`config.mk`:
```
export PLATFORM = sky130hd
export DESIGN_NAME = apb_fsm_controller_flat
export DESIGN_NICKNAME = d
export VERILOG_FILES = /design/src/rtl/apb_fsm_controller_if.sv /design/src/rtl/apb_fsm_controller.sv /design/src/flat_wrapper.sv
export SDC_FILE = /design/constraint.sdc
export NUM_CORES = 1
export LEC_CHECK = 0
export CAP_MARGIN = 15
export CORE_ASPECT_RATIO = 1.4
export CORE_UTILIZATION = 39
export CTS_BUF_LIST = sky130_fd_sc_hd__clkbuf_4 sky130_fd_sc_hd__clkbuf_8
export DETAILED_ROUTE_END_ITERATION = 12
export PLACE_DENSITY = 0.84
export SLEW_MARGIN = 0
export SYNTH_ARGS = -nofsm -noshare
export SYNTH_HDL_FRONTEND = slang
export SYNTH_SLANG_ARGS = --single-unit
```
`constraint.sdc`:
```
create_clock -name Hclk -period 1.9 [get_ports Hclk]
set_clock_uncertainty 0.15 [all_clocks]
set_input_delay 0.19 -clock Hclk [delete_from_list [all_inputs] [get_ports Hclk]]
set_output_delay 0.19 -clock Hclk [all_outputs]
set_load 0.005 [all_outputs]
```
`src/rtl/apb_fsm_controller_if.sv`:
```
// AHB-side pipeline inputs and registered APB outputs of the bridge's APB controller.
// The slave modport is the controller's view; master is the upstream/testbench view.
interface apb_fsm_controller_if #(
    parameter int unsigned ADDR_WIDTH = 32,
    parameter int unsigned DATA_WIDTH = 32,
    parameter int unsigned NUM_SLAVES = 3
);
    logic                  valid;
    logic                  Hwrite;
    logic                  Hwritereg;
    logic [ADDR_WIDTH-1:0] Haddr;
    logic [ADDR_WIDTH-1:0] Haddr1;
    logic [ADDR_WIDTH-1:0] Haddr2;
    logic [DATA_WIDTH-1:0] Hwdata;
    logic [DATA_WIDTH-1:0] Hwdata1;
    logic [NUM_SLAVES-1:0] Pselx;
    logic [ADDR_WIDTH-1:0] Paddr;
    logic [DATA_WIDTH-1:0] Pwdata;
    logic                  Pwrite;
    logic                  Penable;
    logic                  Hreadyout;

    modport slave (
        input  valid, Hwrite, Hwritereg, Haddr, Haddr1, Haddr2, Hwdata, Hwdata1,
        output Pselx, Paddr, Pwdata, Pwrite, Penable, Hreadyout
    );

    modport master (
        output valid, Hwrite, Hwritereg, Haddr, Haddr1, Haddr2, Hwdata, Hwdata1,
        input  Pselx, Paddr, Pwdata, Pwrite, Penable, Hreadyout
    );
endinterface

```
`src/rtl/apb_fsm_controller.sv`:
```
// APB-side sequencer of the AHB-to-APB bridge: turns AHB transfers into APB SETUP/ENABLE
// phases with registered outputs, stalling the AHB master through Hreadyout.
module apb_fsm_controller #(
    parameter int unsigned ADDR_WIDTH = 32,
    parameter int unsigned DATA_WIDTH = 32,
    parameter int unsigned NUM_SLAVES = 3
) (
    input  logic                   Hclk,
    input  logic                   Hreset,
    apb_fsm_controller_if.slave    bus
);

    typedef enum logic [2:0] {
        StIdle, StWwait, StRead, StWrite, StWritep, StRenable, StWenable, StWenablep
    } state_e;

    state_e                state_q, state_d;
    logic [NUM_SLAVES-1:0] pselx_q, pselx_d;
    logic [ADDR_WIDTH-1:0] paddr_q, paddr_d;
    logic [DATA_WIDTH-1:0] pwdata_q, pwdata_d;
    logic                  pwrite_q, pwrite_d;
    logic                  penable_q, penable_d;
    logic                  hready_q, hready_d;

    // Each slave owns four 16 MB regions starting at 0x80 in the top address byte.
    function automatic logic [NUM_SLAVES-1:0] decode(input logic [ADDR_WIDTH-1:0] addr);
        logic [7:0] region;
        decode = '0;
        region = addr[ADDR_WIDTH-1 -: 8] - 8'h80;
        for (int i = 0; i < NUM_SLAVES; i++) begin
            if (addr[ADDR_WIDTH-1] && region >= 8'(4 * i) && region < 8'(4 * (i + 1))) begin
                decode[i] = 1'b1;
            end
        end
    endfunction

    always_ff @(posedge Hclk) begin
        if (Hreset) begin
            state_q   <= StIdle;
            pselx_q   <= '0;
            paddr_q   <= '0;
            pwdata_q  <= '0;
            pwrite_q  <= 1'b0;
            penable_q <= 1'b0;
            hready_q  <= 1'b1;
        end else begin
            state_q   <= state_d;
            pselx_q   <= pselx_d;
            paddr_q   <= paddr_d;
            pwdata_q  <= pwdata_d;
            pwrite_q  <= pwrite_d;
            penable_q <= penable_d;
            hready_q  <= hready_d;
        end
    end

    always_comb begin
        state_d   = state_q;
        pselx_d   = pselx_q;
        paddr_d   = paddr_q;
        pwdata_d  = pwdata_q;
        pwrite_d  = pwrite_q;
        penable_d = penable_q;
        hready_d  = hready_q;

        case (state_q)
            StIdle, StRenable, StWenable: begin
                if (bus.valid && bus.Hwrite)       state_d = StWwait;
                else if (bus.valid)                state_d = StRead;
                else                               state_d = StIdle;
            end
            StWwait:    state_d = bus.valid ? StWritep : StWrite;
            StRead:     state_d = StRenable;
            StWrite:    state_d = bus.valid ? StWenablep : StWenable;
            StWritep:   state_d = StWenablep;
            StWenablep: begin
                if (!bus.Hwritereg)                state_d = StRead;
                else if (bus.valid)                state_d = StWritep;
                else                               state_d = StWrite;
            end
            default:    state_d = StIdle;
        endcase

        // Outputs are loaded on the edge that enters state_d.
        case (state_d)
            StIdle, StWwait: begin
                pselx_d   = '0;
                penable_d = 1'b0;
                hready_d  = 1'b1;
            end
            StRead: begin
                paddr_d   = bus.Haddr;
                pselx_d   = decode(bus.Haddr);
                pwrite_d  = 1'b0;
                penable_d = 1'b0;
                hready_d  = 1'b0;
            end
            StWrite, StWritep: begin
                // A write pipelined behind another lags one extra cycle in the AHB stream.
                if (state_q == StWenablep) begin
                    paddr_d  = bus.Haddr2;
                    pwdata_d = bus.Hwdata1;
                    pselx_d  = decode(bus.Haddr2);
                end else begin
                    paddr_d  = bus.Haddr1;
                    pwdata_d = bus.Hwdata;
                    pselx_d  = decode(bus.Haddr1);
                end
                pwrite_d  = 1'b1;
                penable_d = 1'b0;
                hready_d  = 1'b0;
            end
            default: begin
                penable_d = 1'b1;
                hready_d  = 1'b1;
            end
        endcase
    end

    assign bus.Pselx     = pselx_q;
    assign bus.Paddr     = paddr_q;
    assign bus.Pwdata    = pwdata_q;
    assign bus.Pwrite    = pwrite_q;
    assign bus.Penable   = penable_q;
    assign bus.Hreadyout = hready_q;

endmodule

```
`src/flat_wrapper.sv`:
```
// flat-port wrapper written by rule: the top's interface ports become plain ports
module apb_fsm_controller_flat 
#(
    parameter int unsigned ADDR_WIDTH = 32,
    parameter int unsigned DATA_WIDTH = 32,
    parameter int unsigned NUM_SLAVES = 3
)
  (Hclk, Hreset, bus_valid, bus_Hwrite, bus_Hwritereg, bus_Haddr, bus_Haddr1, bus_Haddr2, bus_Hwdata, bus_Hwdata1, bus_Pselx, bus_Paddr, bus_Pwdata, bus_Pwrite, bus_Penable, bus_Hreadyout);
  apb_fsm_controller_if #(.ADDR_WIDTH(ADDR_WIDTH), .DATA_WIDTH(DATA_WIDTH), .NUM_SLAVES(NUM_SLAVES)) bus_i ();
  input  logic Hclk;
  input  logic Hreset;
  input wire logic [$bits(bus_i.valid)-1:0] bus_valid;
  input wire logic [$bits(bus_i.Hwrite)-1:0] bus_Hwrite;
  input wire logic [$bits(bus_i.Hwritereg)-1:0] bus_Hwritereg;
  input wire logic [$bits(bus_i.Haddr)-1:0] bus_Haddr;
  input wire logic [$bits(bus_i.Haddr1)-1:0] bus_Haddr1;
  input wire logic [$bits(bus_i.Haddr2)-1:0] bus_Haddr2;
  input wire logic [$bits(bus_i.Hwdata)-1:0] bus_Hwdata;
  input wire logic [$bits(bus_i.Hwdata1)-1:0] bus_Hwdata1;
  output wire logic [$bits(bus_i.Pselx)-1:0] bus_Pselx;
  output wire logic [$bits(bus_i.Paddr)-1:0] bus_Paddr;
  output wire logic [$bits(bus_i.Pwdata)-1:0] bus_Pwdata;
  output wire logic [$bits(bus_i.Pwrite)-1:0] bus_Pwrite;
  output wire logic [$bits(bus_i.Penable)-1:0] bus_Penable;
  output wire logic [$bits(bus_i.Hreadyout)-1:0] bus_Hreadyout;
  assign bus_i.valid = bus_valid;
  assign bus_i.Hwrite = bus_Hwrite;
  assign bus_i.Hwritereg = bus_Hwritereg;
  assign bus_i.Haddr = bus_Haddr;
  assign bus_i.Haddr1 = bus_Haddr1;
  assign bus_i.Haddr2 = bus_Haddr2;
  assign bus_i.Hwdata = bus_Hwdata;
  assign bus_i.Hwdata1 = bus_Hwdata1;
  assign bus_Pselx = bus_i.Pselx;
  assign bus_Paddr = bus_i.Paddr;
  assign bus_Pwdata = bus_i.Pwdata;
  assign bus_Pwrite = bus_i.Pwrite;
  assign bus_Penable = bus_i.Penable;
  assign bus_Hreadyout = bus_i.Hreadyout;
  apb_fsm_controller #(.ADDR_WIDTH(ADDR_WIDTH), .DATA_WIDTH(DATA_WIDTH), .NUM_SLAVES(NUM_SLAVES)) u_core (.Hclk(Hclk), .Hreset(Hreset), .bus(bus_i));
endmodule
```
# [After elaboration in Yosys (flattened, before gate mapping)]
# Index checks and enable logic that the tools add are counted.
[totals] register_bits=73 input_bits=165 word_cells=90
[op_classes] add_sub_neg=3 order_cmp=18 eq_ne=11 muxes=23 n_reduce_logical=28
[ops] op="$mux W32" count=2
[ops] op="$pmux W32 S2" count=1
[ops] op="$lt A8 B4 Y1 const B" count=6
[ops] op="$ge A8 B1 Y1 const B" count=3
[ops] op="$ge A8 B3 Y1 const B" count=3
[ops] op="$ge A8 B4 Y1 const B" count=3
[ops] op="$lt A8 B3 Y1 const B" count=3
[ops] op="$sub A8 B8 Y8 const B" count=3
[ops] op="$logic_and A1 B1 Y1" count=19
[ops] op="$pmux W3 S6" count=1
[ops] op="$eq A3 B3 Y1 const B" count=5
[ops] op="$eq A3 B2 Y1 const B" count=4
[ops] op="$mux W1" count=12
[ops] op="$mux W3" count=4
[ops] op="$pmux W3 S3" count=1
[ops] op="$eq A3 B1 Y1 const B" count=2
[ops] op="$logic_not A3 Y1" count=2
[ops] op="$reduce_or A3 Y1" count=2
[ops] op="$reduce_or A5 Y1" count=1
[ops] op="$reduce_or A2 Y1" count=2
[ops] op="$reduce_bool A3 Y1" count=1
[ops] op="$mux W2" count=1
[ops] op="$pmux W1 S2" count=1
[ops] op="$reduce_bool A2 Y1" count=1

# [Logic depth before layout (Yosys ltp)]
# Gate-level depths: netlist of run 1.
[depth] depth_word=7 depth_mapped=8 depth_no_buf=5

# [Worst setup path after synthesis of run 1]
# No wires, ideal clock.
[synth_timing] path_kind="register to register" from="reg u_core.state_q[0]" to="reg u_core.paddr_q[3] (netlist: u_core.bus.Paddr[3])" arrival_time_ns=1.403 t_required_ns=1.632 setup_slack_ns=0.229 path_stages_with_launch=9 path_buffers=3 period_less_slack_ns=1.671 path_cell_list="dfxtp_1 -> buf_6 -> buf_6 -> nand2_1 -> nand2_1 -> a211o_1 -> buf_2 -> o22ai_1 -> o2bb2ai_2"
[synth_between] elab_chain_cells=6 elab_cells_between_ends=17 cone_classes="eq/ne: 10; mux: 3; reduce/logical: 4"
[synth_rtl] item="start, declared" line="apb_fsm_controller.sv:17" rtl="state_e state_q, state_d;"
[synth_rtl] item="start signal, assigned" line="apb_fsm_controller.sv:39" rtl="state_q <= StIdle;"
[synth_rtl] item="start signal, assigned" line="apb_fsm_controller.sv:47" rtl="state_q <= state_d;"
[synth_rtl] item="$eq A3 B3 Y1 or $logic_not A3 Y1 (tied branches)" line="apb_fsm_controller.sv:66" rtl="case (state_q)"
[synth_rtl] item="$reduce_or A3 Y1" line="apb_fsm_controller.sv:66"
[synth_rtl] item="$pmux W3 S6" line="apb_fsm_controller.sv:66"
[synth_rtl] item="$eq A3 B2 Y1 or $eq A3 B3 Y1 (tied branches)" line="apb_fsm_controller.sv:85" rtl="case (state_d)"
[synth_rtl] item="$reduce_or A2 Y1" line="apb_fsm_controller.sv:85"
[synth_rtl] item="$pmux W32 S2 or $reduce_bool A2 Y1 (tied branches)"
[synth_rtl] item="end signal, assigned" line="apb_fsm_controller.sv:49" rtl="paddr_q <= paddr_d;"
[synth_rtl] item="end, declared" line="apb_fsm_controller.sv:19" rtl="logic [ADDR_WIDTH-1:0] paddr_q, paddr_d;"
# Parallel ways exist; a longest one is shown, timed or not.
# A chain may end at the register's enable or synchronous reset.

# [Final worst setup path of run 1]
[layout_timing] from="reg u_core.state_q[0]" to="reg u_core.paddr_q[27] (netlist: u_core.bus.Paddr[27])"
# The elaborated chain is that of the path after synthesis.

==> results.txt, run 1 <==
----------------------------------------------------
[Floorplan]
  Core Box Area ... about 9600 um^2
  Die height ... about 120 um
  Starting density of the core ... 40.6%
  Core Rows ... between 40 and 50
  DIE AREA ... between 10000 and 15000 um^2
  Die Span X ... 86.3 um
  Number of top-level pins ... ~240

[Power]
  Tot Pwr ... between 7000 and 8000 uW
  Leakage Power ... roughly 0.0027 uW
  Pwr per Cell Area ... 1100 nW/um^2
  Worst voltage drop across the vdd grid ... 0.533 mV

[Timing]
  Worst slew pin tran ... between 0.4 and 0.5 ns
  Worst max-slew margin expressed relative to the limit ... a little under 70%
  Number of max-slew violations in the final report ... 0
  Setup ws final ... between 0.09 and 0.1 ns
  Final critical path time including I/O delays and setup ... 1.80 ns
  Final-report setup violation count ... 0
  Number of hold violations in the final report ... 0
  RSZ-0062 raised after global routing ... false
  Max Clk Rate ... ~0.56 GHz
  Ratio of final minimum period to clock period ... a little over nine tenths

[Synthesis]
  Post-synth EDFFs ... 0
  Share of the synthesized area in the top cell type ... 37.6%
  Share of async-settable or async-resettable flops after synthesis ... 0%
  Seq/Total Area, Yosys ... 37.6%
  Dominant cells by area after synthesis ... sky130_fd_sc_hd__dfxtp_1, sky130_fd_sc_hd__mux2i_1, sky130_fd_sc_hd__o2bb2ai_2
  Post-synth design cell area ... a little under 4000 um^2
  Post-synth net total ... about 530
  Mean post-synth cell area ... around 11 um^2
  Yosys Warn Count ... 0
  Dominant synthesized flop cell ... sky130_fd_sc_hd__dfxtp_1
  Cell count after synthesis ... between 300 and 400
  Most numerous cell in the Yosys netlist ... sky130_fd_sc_hd__dfxtp_1
  Most instantiated cells after synthesis ... sky130_fd_sc_hd__dfxtp_1, sky130_fd_sc_hd__nor2_1, sky130_fd_sc_hd__a211oi_1, sky130_fd_sc_hd__mux2i_1, sky130_fd_sc_hd__mux2_2
  Synthesized flop and latch total ... 73
  Post-synth cell types ... 54
  Area leader, netlist ... sky130_fd_sc_hd__dfxtp_1

[Cells and area]
  Post-route standard cell area excluding fillers ... about 6700 um^2
  Layout area overhead ... 73.5%
  Proportion of layout cells with a drive suffix above 1 ... between 20% and 30%
  Net count of the finished layout ... slightly below 800
  Number of inserted diodes ... 0
  Count of non-filler cells in the finished layout ... approximately 760

[Setup path]
  Data arrival time of the critical path ... between 1.5 and 2 ns
  Capturing element type of the critical path ... flop
  R2R Setup Slk ... ~0.10 ns
  Type of the setup path with the least slack ... reg -> reg
  Startpoint Class ... flop
  Maximum net fanout on the critical path ... 16
  Required arrival time at the worst endpoint ... between 1.5 and 2 ns

[Global routing]
  Remaining global-route overflow ... 0
  Overall fraction of global-route tracks in use ... 24.5%
  Initial antenna violation count ... 0
  Global-route wire length before repair ... just under 20000 um
  Pin count of the biggest net entering global routing ... 47
  Via count of the first global-routing pass ... ~4100

[Drt]
  Iteration-0 DRC Markers ... between 150 and 200
  Number of search-and-repair iterations in the first detailed-routing pass ... 5
  Final routed DRC violation total ... 0
  Total vias in the final route ... around 4000
  Via density per instance ... roughly 5.3
  Total Routed Length ... about 13000 um
  Routed len/inst ... around 17 um
  Final ANT Viol Nets ... 0

[Clock network]
  Total clock buffers created by CTS ... 9
  CTS tree ... built
  Worst-case clock buffer depth ... 2
  Worst-Skew Late Latency ... around 0.34 ns
  H-tree depth ... 3
  Root Buffer ... sky130_fd_sc_hd__clkbuf_8
  Clock transition at the registers of the reported paths ... ~0.070 ns
  Clock sinks ... 73

[Place]
  DPL Wire Length ... about 10000 um
  Number of cells after detailed placement ... 736
  Routability-driven placement congestion ratio ... a little under 0.9
  Buffers on Ports ... between 200 and 250
  Placed cell areas ... approximately 6500 um^2
  Placement Setup Slack ... -0.207 ns

[Status]
  Result of the run ... complete, no violations

[Min path]
  Path category of the worst min-delay check ... reg -> reg

[Flow run]
  # Max-Cap Violations ... 0

----------------------------------------------------
==> layout make-up <==
type,count,area [um^2]
Fill cell,704,2830
Timing Repair Buffer,274,2750
Multi-Input combinational cell,257,2180
Sequential cell,73,1460
Tap cell,132,165
Clock buffer,12,146
Clock inverter,4,20.0
Inverter,3,11.3
==> worst max-delay path, stage by stage (launching register included) <==
cell and delay [ns]:
sky130_fd_sc_hd__dfxtp_1 0.36, sky130_fd_sc_hd__buf_12 0.15, sky130_fd_sc_hd__nand3_4 0.14, sky130_fd_sc_hd__buf_6 0.18, sky130_fd_sc_hd__mux2_1 0.35, sky130_fd_sc_hd__a222oi_1 0.29
sky130_fd_sc_hd__nor2_1 0.07
==> kinds of logic after synthesis <==
kind of cell    share of synthesized area (%)
compound gates                           26.5
flops                                    37.6
buf+inv                                  6.96
mux                                      17.6
simple gates                             11.0
fa+ha+maj                               0.290
==> report_power, final <==
| part | switching, uW | leakage (uW) | internal [uW] |
|---|---|---|---|
| clock network | 548 | 0.0000942 | 509 |
| registers | 323 | 0.000600 | 2060 |
| logic | 1670 | 0.00199 | 2280 |
==> routing by layer <==
layer	share of wire, %	GRT usage (%)	vias to the layer above	routed length, um
met2	50	44.3	225	6450
met5	0	0	-	0
met1	36	25.1	1839	4690
met3	9.1	6.88	43	1180
li1	-	-	1907	-
met4	4.3	12.6	0	554
==> registers in the layout, summed over array words and instances (netlist names) <==
signal,cells
u_core.bus.Pwdata,32
u_core.bus.Pwrite,1
u_core.bus.Penable,1
u_core.bus.Hreadyout,1
u_core.bus.Pselx,3
u_core.state_q,3
u_core.bus.Paddr,32
==> cells in the final DEF, fill, tap and decap left out, types with 4 or more instances in the layout <==
master and n:
sky130_fd_sc_hd__mux2_2 26, sky130_fd_sc_hd__o22ai_1 25, sky130_fd_sc_hd__nand2_1 9, sky130_fd_sc_hd__nand2b_1 6
sky130_fd_sc_hd__buf_12 8, sky130_fd_sc_hd__o2bb2ai_2 20, sky130_fd_sc_hd__clkbuf_8 9, sky130_fd_sc_hd__buf_4 29
sky130_fd_sc_hd__mux2_4 4, sky130_fd_sc_hd__nor2_1 44, sky130_fd_sc_hd__clkinv_2 4, sky130_fd_sc_hd__clkdlybuf4s50_1 233
sky130_fd_sc_hd__mux2i_1 32, sky130_fd_sc_hd__dfxtp_1 71, sky130_fd_sc_hd__a211oi_1 32, sky130_fd_sc_hd__a222oi_1 8
==> stage by stage <==
stage	utilization [%]	hold WS [ns]	TNS, ns
2_1_floorplan	-	0.178	0
3_3_place_gp	68.2	0.294	-7.74
3_5_place_dp	68.2	0.305	-10.07
4_1_cts	70.1	0.321	0
5_1_grt	70.4	0.334	0
6_report	70.4	0.315	0
==> final timing paths <==
| kind | start | endpoint | cells past startpoint |
|---|---|---|---|
| worst max-delay path | u_core.state_q[0]$_SDFF_PP0_ | u_core.bus.Paddr[27]$_SDFFE_PP0P_ | 6 |
| worst min-delay path | u_core.bus.Paddr[0]$_SDFFE_PP0P_ | u_core.bus.Paddr[0]$_SDFFE_PP0P_ | 1 |
| worst max register to register | u_core.state_q[0]$_SDFF_PP0_ | u_core.bus.Paddr[27]$_SDFFE_PP0P_ | 6 |
| worst min register to register | u_core.bus.Paddr[0]$_SDFFE_PP0P_ | u_core.bus.Paddr[0]$_SDFFE_PP0P_ | 1 |
==> what timing repair did <==
action                     in CTS  in global routing
pin swaps                       0                  3
setup buffers                   0                  2
resized for setup               1                  8
hold buffers                    1                  0
setup endpoints to repair       8                 37
hold endpoints to repair        3                  0
Note: power is estimated with default switching activity, not from simulation.
==> inputs of run 2 (changes only) <==
CORE_UTILIZATION = 41   (was 39)
DONT_BUFFER_PORTS = 1   (was unset)
PLACE_DENSITY = unset   (was 0.84)
==> results.txt, run 2 <==
----------------------------------------------------
[Status]
  Result of the run ... aborted with a tool error
  Failing step ... 4_1_cts
  Tool Error ... [ERROR RSZ-0060] Max buffer count reached.

[Floorplan]
  Starting density of the core ... about 43%
  Die height ... 117 um
  Number of top-level pins ... approximately 240
  Die Span X ... 84.2 um
  Core Rows ... 41

[Clock network]
  Clock sinks ... 73
  Setup Buffers After CTS ... 0
  H-tree depth ... 3
  Root Buffer ... sky130_fd_sc_hd__clkbuf_8
  Worst-case clock buffer depth ... 2
  Total clock buffers created by CTS ... 9
  CTS Hold Bufs ... roughly 100
  PostCTS Resize Cnt ... 2

[Synthesis]
  Post-synth design cell area ... 3880 um^2
  Yosys Warn Count ... 0
  Dominant cells by area after synthesis ... sky130_fd_sc_hd__dfxtp_1, sky130_fd_sc_hd__mux2i_1, sky130_fd_sc_hd__o2bb2ai_2
  Synthesized flop and latch total ... 73
  Seq/Total Area, Yosys ... 37.6%
  Share of async-settable or async-resettable flops after synthesis ... 0%
  Dominant synthesized flop cell ... sky130_fd_sc_hd__dfxtp_1
  Share of the synthesized area in the top cell type ... between 30% and 40%
  Most instantiated cells after synthesis ... sky130_fd_sc_hd__dfxtp_1, sky130_fd_sc_hd__nor2_1, sky130_fd_sc_hd__a211oi_1, sky130_fd_sc_hd__mux2i_1, sky130_fd_sc_hd__mux2_2
  Cell count after synthesis ... roughly 370
  Post-synth cell types ... 54
  Most numerous cell in the Yosys netlist ... sky130_fd_sc_hd__dfxtp_1
  Mean post-synth cell area ... between 10 and 15 um^2
  Area leader, netlist ... sky130_fd_sc_hd__dfxtp_1
  Post-synth EDFFs ... 0
  Post-synth net total ... between 500 and 600

[Place]
  Placed cell areas ... 4060 um^2
  DPL Wire Length ... roughly 8000 um
  Routability-driven placement congestion ratio ... 0.881
  Buffers on Ports ... 0

----------------------------------------------------
run 2: cell counts after synthesis:
Identical to the previous run, type by type.
run 2: stage by stage:
stage / cells / hold WS [ns] / TNS (ns) / worst slack [ns]
after floorplan: 368 / 0.178 / 0 / 0.229
after global placement: 465 / 0.116 / 0 / 0.0155
after detailed placement: 465 / 0.119 / -0.0382 / -0.0143
run 2: cells by family after synthesis:
family / Yosys count / synth area share [%]
buf+inv: 38 / 6.96
simple gates: 83 / 11.0
compound gates: 110 / 26.5
fa+ha+maj: 1 / 0.290
flops: 73 / 37.6
mux: 63 / 17.6
==> inputs of run 3 (changes only) <==
CORE_ASPECT_RATIO = unset   (was 1.4)
CORE_UTILIZATION = 26   (was 41)
CTS_BUF_LIST = unset   (was sky130_fd_sc_hd__clkbuf_4 sky130_fd_sc_hd__clkbuf_8)
PLACE_DENSITY_LB_ADDON = 0.15   (was unset)
==> results.txt, run 3 <==
----------------------------------------------------
[Status]
  Result of the run ... aborted with a tool error
  Failing step ... 4_1_cts
  Tool Error ... [ERROR RSZ-0060] Max buffer count reached.

[Clock network]
  Clock sinks ... 73
  PostCTS Resize Cnt ... 1
  Total clock buffers created by CTS ... 9
  Setup Buffers After CTS ... 0
  CTS Hold Bufs ... approximately 110
  Root Buffer ... sky130_fd_sc_hd__clkbuf_16
  Worst-case clock buffer depth ... 2
  H-tree depth ... 3

[Synthesis]
  Dominant cells by area after synthesis ... sky130_fd_sc_hd__dfxtp_1, sky130_fd_sc_hd__mux2i_1, sky130_fd_sc_hd__o2bb2ai_2
  Dominant synthesized flop cell ... sky130_fd_sc_hd__dfxtp_1
  Post-synth net total ... 533
  Cell count after synthesis ... 368
  Post-synth cell types ... 54
  Post-synth design cell area ... 3880 um^2
  Share of async-settable or async-resettable flops after synthesis ... 0%
  Post-synth EDFFs ... 0
  Most instantiated cells after synthesis ... sky130_fd_sc_hd__dfxtp_1, sky130_fd_sc_hd__nor2_1, sky130_fd_sc_hd__a211oi_1, sky130_fd_sc_hd__mux2i_1, sky130_fd_sc_hd__mux2_2
  Share of the synthesized area in the top cell type ... roughly 38%
  Seq/Total Area, Yosys ... between 30% and 40%
  Yosys Warn Count ... 0
  Synthesized flop and latch total ... between 70 and 80
  Mean post-synth cell area ... between 10 and 15 um^2
  Area leader, netlist ... sky130_fd_sc_hd__dfxtp_1
  Most numerous cell in the Yosys netlist ... sky130_fd_sc_hd__dfxtp_1

[Floorplan]
  Die Span X ... 124 um
  Die height ... 124 um
  Starting density of the core ... 26.7%
  Number of top-level pins ... about 240
  Core Rows ... 44

[Place]
  Placement Setup Slack ... -0.00331 ns
  Routability-driven placement congestion ratio ... just under 0.8
  Buffers on Ports ... 0
  DPL Wire Length ... ~8300 um

----------------------------------------------------
==> run 3: cell families after synthesis <==
| kind of cell | synth area share (%) |
|---|---|
| AOI/OAI and AO/OA | 26.5 |
| adders and majority gates | 0.290 |
| buffers and inverters | 6.96 |
| muxes | 17.6 |
| DFF | 37.6 |
| and+or+nand+nor | 11.0 |
==> run 3: stage by stage <==
stage                     hold slack (ns)  setup TNS, ns  instance area (um^2)  util [%]  instances
after floorplan                     0.178              0                  3880         -        368
after global placement              0.119              0                  4170      28.7        541
after detailed placement            0.120       -0.00331                  4170      28.7        541
